`src/rtl/ca_pkg.sv`:
```
// ca_pkg: shared types and constants for the cellular-automaton sequencer.
//   seed_mode_t : how the line generator builds its first line
//   state_t     : sequencer FSM states
//   entry_t     : one playlist entry {rule, seed_mode}
//   PLAYLIST    : fixed 8-entry rule playlist
//   LFSR_TAPS   : Galois mask for x^16+x^14+x^13+x^11
package ca_pkg;

    localparam int unsigned RULE_W       = 8;
    localparam int unsigned IDX_W        = 3;
    localparam int unsigned LFSR_W       = 16;
    localparam int unsigned DWELL_W      = 16;
    localparam int unsigned PLAYLIST_LEN = 8;

    localparam logic [LFSR_W-1:0] LFSR_TAPS = 16'hB400;

    typedef enum logic [1:0] {
        SEED_CENTER = 2'd0,
        SEED_EDGE   = 2'd1,
        SEED_RANDOM = 2'd2
    } seed_mode_t;

    typedef enum logic [1:0] {
        INIT = 2'd0,
        RUN  = 2'd1,
        HOLD = 2'd2
    } state_t;

    typedef struct packed {
        logic [RULE_W-1:0] rule;
        seed_mode_t        mode;
    } entry_t;

    localparam entry_t PLAYLIST [PLAYLIST_LEN] = '{
        '{rule: 8'd30,  mode: SEED_CENTER},
        '{rule: 8'd90,  mode: SEED_CENTER},
        '{rule: 8'd110, mode: SEED_EDGE},
        '{rule: 8'd105, mode: SEED_CENTER},
        '{rule: 8'd150, mode: SEED_CENTER},
        '{rule: 8'd184, mode: SEED_RANDOM},
        '{rule: 8'd45,  mode: SEED_CENTER},
        '{rule: 8'd73,  mode: SEED_RANDOM}
    };

endpackage

```
`src/rtl/ca_lfsr16.sv`:
```
// ca_lfsr16: free-running 16-bit Galois LFSR used as the reseed source.
//   clk  : clock
//   rst  : synchronous active-high reset, loads init
//   init : reset value (must be nonzero)
//   q    : current LFSR state, advances every cycle
module ca_lfsr16
    import ca_pkg::*;
(
    input  logic              clk,
    input  logic              rst,
    input  logic [LFSR_W-1:0] init,
    output logic [LFSR_W-1:0] q
);

    // Right-shifting Galois form: the bit shifted out folds back through the tap mask.
    always_ff @(posedge clk) begin
        if (rst) begin
            q <= init;
        end else begin
            q <= (q >> 1) ^ (q[0] ? LFSR_TAPS : LFSR_W'(0));
        end
    end

endmodule

```
`src/rtl/ca_sequencer.sv`:
```
// ca_sequencer: frame-level rule/seed controller for the CA line generator.
// Steps through a fixed playlist on a dwell timer, takes next/prev/reseed/hold
// requests, and applies every change only at frame_end so the image never tears.
//   clk, rst          : clock, synchronous active-high reset
//   frame_end         : one-cycle pulse on the last pixel of a frame
//   btn_next/prev     : step playlist index forward/backward
//   btn_reseed        : reload current rule with a random seed
//   btn_hold          : toggle auto-advance freeze
//   rule, seed_mode   : active rule and seed type for the generator
//   seed_word         : LFSR snapshot used when seed_mode is random
//   load_seed         : one-cycle pulse, generator reloads its first line
//   holding           : high while auto-advance is frozen
//   playlist_idx      : current playlist index
module ca_sequencer
    import ca_pkg::*;
#(
    parameter int unsigned       DWELL_FRAMES = 300,
    parameter logic [LFSR_W-1:0] LFSR_INIT    = 16'hACE1
) (
    input  logic               clk,
    input  logic               rst,
    input  logic               frame_end,
    input  logic               btn_next,
    input  logic               btn_prev,
    input  logic               btn_reseed,
    input  logic               btn_hold,
    output logic [RULE_W-1:0]  rule,
    output logic [1:0]         seed_mode,
    output logic [LFSR_W-1:0]  seed_word,
    output logic               load_seed,
    output logic               holding,
    output logic [IDX_W-1:0]   playlist_idx
);

    localparam logic [DWELL_W-1:0] DWELL_LAST = DWELL_W'(DWELL_FRAMES - 1);

    state_t             state_q, state_d;
    logic [IDX_W-1:0]   idx_d;
    logic [RULE_W-1:0]  rule_d;
    seed_mode_t         mode_q, mode_d;
    logic [LFSR_W-1:0]  word_d;
    logic               load_d;
    logic               holding_d;
    logic [DWELL_W-1:0] dwell_q, dwell_d;
    logic               pend_next_q, pend_prev_q, pend_reseed_q, pend_hold_q;
    logic               pend_next_d, pend_prev_d, pend_reseed_d, pend_hold_d;
    logic               eff_next, eff_prev, eff_reseed, eff_hold;
    logic               idx_chg;
    entry_t             ent;
    logic [LFSR_W-1:0]  lfsr_q;

    ca_lfsr16 u_lfsr (
        .clk  (clk),
        .rst  (rst),
        .init (LFSR_INIT),
        .q    (lfsr_q)
    );

    // A button pulse in the frame_end cycle itself is consumed at that frame_end.
    assign eff_next   = pend_next_q   | btn_next;
    assign eff_prev   = pend_prev_q   | btn_prev;
    assign eff_reseed = pend_reseed_q | btn_reseed;
    assign eff_hold   = pend_hold_q   | btn_hold;

    assign seed_mode = mode_q;

    // State register.
    always_ff @(posedge clk) begin
        if (rst) begin
            state_q <= INIT;
        end else begin
            state_q <= state_d;
        end
    end

    // Next-state and frame-boundary update logic.
    always_comb begin
        state_d       = state_q;
        idx_d         = playlist_idx;
        rule_d        = rule;
        mode_d        = mode_q;
        word_d        = seed_word;
        load_d        = 1'b0;
        dwell_d       = dwell_q;
        pend_next_d   = eff_next;
        pend_prev_d   = eff_prev;
        pend_reseed_d = eff_reseed;
        pend_hold_d   = eff_hold;
        idx_chg       = 1'b0;
        ent           = PLAYLIST[playlist_idx];

        if (frame_end) begin
            unique case (state_q)
                // First frame after reset: start at entry 0; pending requests stay latched.
                INIT: begin
                    state_d = RUN;
                    idx_d   = '0;
                    ent     = PLAYLIST[0];
                    rule_d  = ent.rule;
                    mode_d  = ent.mode;
                    if (ent.mode == SEED_RANDOM) begin
                        word_d = lfsr_q;
                    end
                    dwell_d = '0;
                    load_d  = 1'b1;
                end
                RUN, HOLD: begin
                    if (eff_hold) begin
                        state_d = (state_q == RUN) ? HOLD : RUN;
                    end
                    // Manual index change; next and prev together cancel.
                    if (eff_next && !eff_prev) begin
                        idx_d   = playlist_idx + IDX_W'(1);
                        idx_chg = 1'b1;
                    end else if (eff_prev && !eff_next) begin
                        idx_d   = playlist_idx - IDX_W'(1);
                        idx_chg = 1'b1;
                    end else if (state_d == RUN) begin
                        if (dwell_q == DWELL_LAST) begin
                            idx_d   = playlist_idx + IDX_W'(1);
                            idx_chg = 1'b1;
                        end else begin
                            dwell_d = dwell_q + DWELL_W'(1);
                        end
                    end
                    if (idx_chg) begin
                        ent     = PLAYLIST[idx_d];
                        rule_d  = ent.rule;
                        mode_d  = ent.mode;
                        if (ent.mode == SEED_RANDOM) begin
                            word_d = lfsr_q;
                        end
                        dwell_d = '0;
                        load_d  = 1'b1;
                    end
                    // Reseed overrides the entry's seed mode, even on an index change.
                    if (eff_reseed) begin
                        mode_d  = SEED_RANDOM;
                        word_d  = lfsr_q;
                        dwell_d = '0;
                        load_d  = 1'b1;
                    end
                    pend_next_d   = 1'b0;
                    pend_prev_d   = 1'b0;
                    pend_reseed_d = 1'b0;
                    pend_hold_d   = 1'b0;
                end
                default: begin
                    state_d = INIT;
                end
            endcase
        end

        holding_d = (state_d == HOLD);
    end

    // Output, dwell and pending-flag registers.
    always_ff @(posedge clk) begin
        if (rst) begin
            playlist_idx  <= '0;
            rule          <= PLAYLIST[0].rule;
            mode_q        <= SEED_CENTER;
            seed_word     <= LFSR_INIT;
            load_seed     <= 1'b0;
            holding       <= 1'b0;
            dwell_q       <= '0;
            pend_next_q   <= 1'b0;
            pend_prev_q   <= 1'b0;
            pend_reseed_q <= 1'b0;
            pend_hold_q   <= 1'b0;
        end else begin
            playlist_idx  <= idx_d;
            rule          <= rule_d;
            mode_q        <= mode_d;
            seed_word     <= word_d;
            load_seed     <= load_d;
            holding       <= holding_d;
            dwell_q       <= dwell_d;
            pend_next_q   <= pend_next_d;
            pend_prev_q   <= pend_prev_d;
            pend_reseed_q <= pend_reseed_d;
            pend_hold_q   <= pend_hold_d;
        end
    end

endmodule

```
`config.mk`:
```
export PLATFORM = sky130hd
export DESIGN_NAME = ca_sequencer
export DESIGN_NICKNAME = d
export VERILOG_FILES = /design/src/rtl/ca_pkg.sv /design/src/rtl/ca_lfsr16.sv /design/src/rtl/ca_sequencer.sv
export SDC_FILE = /design/constraint.sdc
export NUM_CORES = 1
export LEC_CHECK = 0
export CORE_MARGIN = 4
export CORE_UTILIZATION = 56
export DETAILED_ROUTE_END_ITERATION = 8
export GPL_TIMING_DRIVEN = 0
export PLACE_DENSITY = 0.92
export RECOVER_POWER = 25
export SYNTH_ARGS = -nofsm -noshare
export SYNTH_HDL_FRONTEND = slang
export SYNTH_HIERARCHICAL = 1
export SYNTH_SLANG_ARGS = --single-unit
```
`constraint.sdc`:
```
create_clock -name clk -period 3.3 [get_ports clk]
set_clock_uncertainty 0.05 [all_clocks]
set_input_delay 0.66 -clock clk [delete_from_list [all_inputs] [get_ports clk]]
set_output_delay 0.66 -clock clk [all_outputs]
set_load 0.1 [all_outputs]
```
==> results.toml <==
[outcome]
status = "finished, final reports clean"

[pwr]
combPwrFrac = 0.195
p_sw_uw = 598
internal_power_uw = 1340
switching_share = 0.308
leakagePower_uw = 0.00156
p_per_area_nw_per_um2 = 497
p_clk_frac = 0.337
p_seq_frac = 0.468
ir_drop_mv = 0.379

[min_path]
min_path_cells = 2
hp-class = "reg2reg"
min-delay-start = "seed_word[8]$_SDFFE_PP0P_"
hold_path_end = "seed_word[8]$_SDFFE_PP0P_"

[drt]
firstDrtPassIters = 5
vias = 2719
avgViaCountPerCell = 5.66
drtIter0Drc = 128
wl_per_cell_um = 15.1
antenna_left = 0
remaining_drc_errors = 0
routed_wirelength_mm = 7.23

[placement]
hpwl_mm = 5.04
place_area_sq_um = 3750
gp_congestion = 0.873
dp_cells = 465
numPortBuffers = 36

[clocking]
cts_tree = "yes"
cts_hold_buf = 0
ctsLongestPathBuffers = 2
h-tree-depth = 3
numCtsBuffers = 9
numClockSinks = 69
cts.clk_slew.worst_paths_ns = 0.08
cts_resized = 0
cts_setup_buffers = 0
clk_latency_ns = 0.35
cts-root-buf = "clkbuf_8"

[setup_path]
critical_path_class = "in2reg"
crit_arrival_ns = 3.28
end_kind = "flop"
cp_num_cells = 10
crit_family = "simple AND/OR/NAND/NOR gates"
r2r_cells = 8
slowest_stage = "or4b_1"
crit_top_cell = "clkbuf_1"
r2r_slack_ns = 0.52
worst_ep_required_time_ns = 3.53
r2r_end = "dwell_q[10]$_SDFFE_PP0P_"
critPathMaxStageDelay_ns = 0.46
crit_path_start_kind = "input port"
r2r_start = "state_q[0]$_SDFF_PP0_"
cp_max_fo = 6
cp_num_buf_inv = 3
crit_chain = "clkdlybuf4s50_1 > or2_2 > clkbuf_1 > a211o_1 > o211ai_1 > or3_1 > clkbuf_1 > ha_1 > or4b_1 > a21oi_1"

[timing]
timing.fmax_ghz = 0.329
fin_crit_ns = 3.04
slew_headroom = 0.216
drv_slew = 0
rsz0062_at_grt = "false"
hold_viol_final = 0
fin_crit_sh = 0.922
worst_slew_pin_slew_ns = 1.16
setup_viol = 0

[global_routing]
gr-total-overflow = 0
grt_max_degree = 12
grt_pass1_wl_mm = 12.2
grt_use_total = 0.212
grt_pass1_vias = 2732
antenna_found_initial = 0

[logic_synthesis]
synth.largest_area_cell = "dfxtp_1"
synth_area_sq_um = 3250
synth_area_leaders = "dfxtp_1, mux2i_1, nor2_1, mux2_2, xnor2_1"
synth_edf_count = 0
synth.ff_latch_count = 69
ys_types = 52
seq_area_frac_synth = 0.425
synth_top_area_share = 0.425
synth-async-reset-ratio = 0
synth_cells = 343
ys_warn_count = 6
synth_ff_type = "dfxtp_1"
avgSynthCellArea_sq_um = 9.48

[cells_and_area]
num_antenna_cells = 0
drive_gt1_frac = 0.0931
layout.cells.non_filler = 480
fin_util = 0.700
syn_to_final_growth_pct = 20.0
nets = 420
design_area_sq_um = 3900

[die]
start_util = 0.583
die_h_um = 84.2
row_count = 27
core-area_sq_um = 5570
ios = 38
fp.dieArea_sq_um = 7090
die_w_um = 84.2

[run]
maxCapViolCount = 0
-- per-layer routing --
| metal | vias up | track usage | wire length (um) |
|---|---|---|---|
| met3 | 28 | 0.0530 | 494 |
| met1 | 1293 | 0.239 | 3010 |
| met4 | 0 | 0.108 | 219 |
| li1 | 1282 | - | - |
| met2 | 116 | 0.370 | 3500 |
| met5 | - | 0 | 0 |
-- worst register-to-register path, cell delays in order, from the launching register on --
cell and delay, ns:
dfxtp_1 0.43, ha_1 0.19, o21ba_1 0.17, or2_1 0.24
buf_6 0.14, o311ai_0 0.98, nor2_1 0.18, xnor2_1 0.22
nor2_1 0.05
-- placed cells by master, fill, tap and decap left out, types with 3 or more instances in the layout --
master,netlist,final
clkbuf_8,0,9
o21bai_1,3,3
and3_1,4,4
clkbuf_1,10,13
nand3_1,13,13
o21ai_0,6,6
conb_1,2,16
xor2_1,7,7
nor2_1,56,56
o211ai_1,3,3
ha_1,9,9
inv_1,11,11
nand2b_1,19,19
clkinv_2,0,3
dfxtp_1,69,69
xnor2_1,14,14
a31oi_1,3,3
mux2_2,11,11
nand2_1,15,15
clkdlybuf4s50_1,0,35
nand4_1,5,5
mux2_1,0,4
nor4b_2,3,3
nor3_1,6,6
a21oi_1,10,10
mux2i_1,21,21
-- kinds of logic after synthesis --
logic type	synth area share
AND/OR/NAND/NOR	0.226
flip-flops	0.425
AO/OA/AOI/OAI	0.0885
multiplexers	0.121
buffers and inverters	0.0462
XOR/XNOR	0.0566
adder cells (fa/ha/maj)	0.0346
other	0.00231
-- Yosys cell counts (3+ instances only) --
master    count
nand4_1       5
o211ai_1      3
o21bai_1      3
nand3_1      13
mux2_2       11
mux2i_1      21
xor2_1        7
inv_1        11
a21oi_1      10
clkbuf_1     10
mux2_4        4
nor2_1       56
nand2_1      15
nor4b_2       3
and3_1        4
o21ai_0       6
a31oi_1       3
xnor2_1      14
nor3_1        6
nand2b_1     19
buf_6         3
ha_1          9
dfxtp_1      69
-- flip-flops by register name, indices dropped and copies added (netlist names) --
| name | cells |
|---|---|
| seed_word | 16 |
| load_seed | 1 |
| u_lfsr/q | 16 |
| pend_hold_q | 1 |
| state_q | 2 |
| rule | 8 |
| dwell_q | 16 |
| playlist_idx | 3 |
| pend_next_q | 1 |
| pend_reseed_q | 1 |
| pend_prev_q | 1 |
| seed_mode | 2 |
| holding | 1 |
-- per-stage QoR --
stage	power, uW	setup TNS [ns]	hold WS [ns]	setup WS (ns)
floorplan	1220	0	0.396	0.197
global placement	1290	0	0.408	0.0540
detailed placement	1300	-0.0335	0.420	-0.0335
CTS	1950	0	0.438	0.313
global route	2010	0	0.455	0.112
finish	1940	0	0.428	0.258
-- final cells by class --
cell class	instances	area, sq um
buffer	16	90.1
clock buffer	10	128
timing repair buffer	36	360
tap	72	90.1
sequential	69	1380
inverter	11	41.3
clock inverter	5	52.6
multi-input combinational	261	1760
fill	429	1670
-- power groups by stage --
stage / Combinational [uW] / Clock, uW / Sequential (uW)
after floorplan: 182 / 0 / 1030
after global routing: 403 / 695 / 913
after CTS: 383 / 662 / 908
after detailed placement: 378 / 0 / 926
final: 379 / 653 / 908
after global placement: 369 / 0 / 924
-- how the worst max path moves through the flow --
stage / from / slack [ns] / to
floorplan: playlist_idx[0]$_SDFFE_PP0P_ / 0.20 / rule[0]$_SDFFE_PP0P_
global placement: btn_next / 0.05 / seed_word[13]$_SDFFE_PP1P_
detailed placement: btn_next / -0.03 / seed_mode[0]$_SDFFE_PP0P_
CTS: btn_next / 0.31 / seed_mode[0]$_SDFFE_PP0P_
global route: btn_next / 0.11 / seed_word[11]$_SDFFE_PP1P_
finish: btn_next / 0.26 / seed_mode[0]$_SDFFE_PP0P_
No activity file was read; power rests on OpenSTA's default activity.
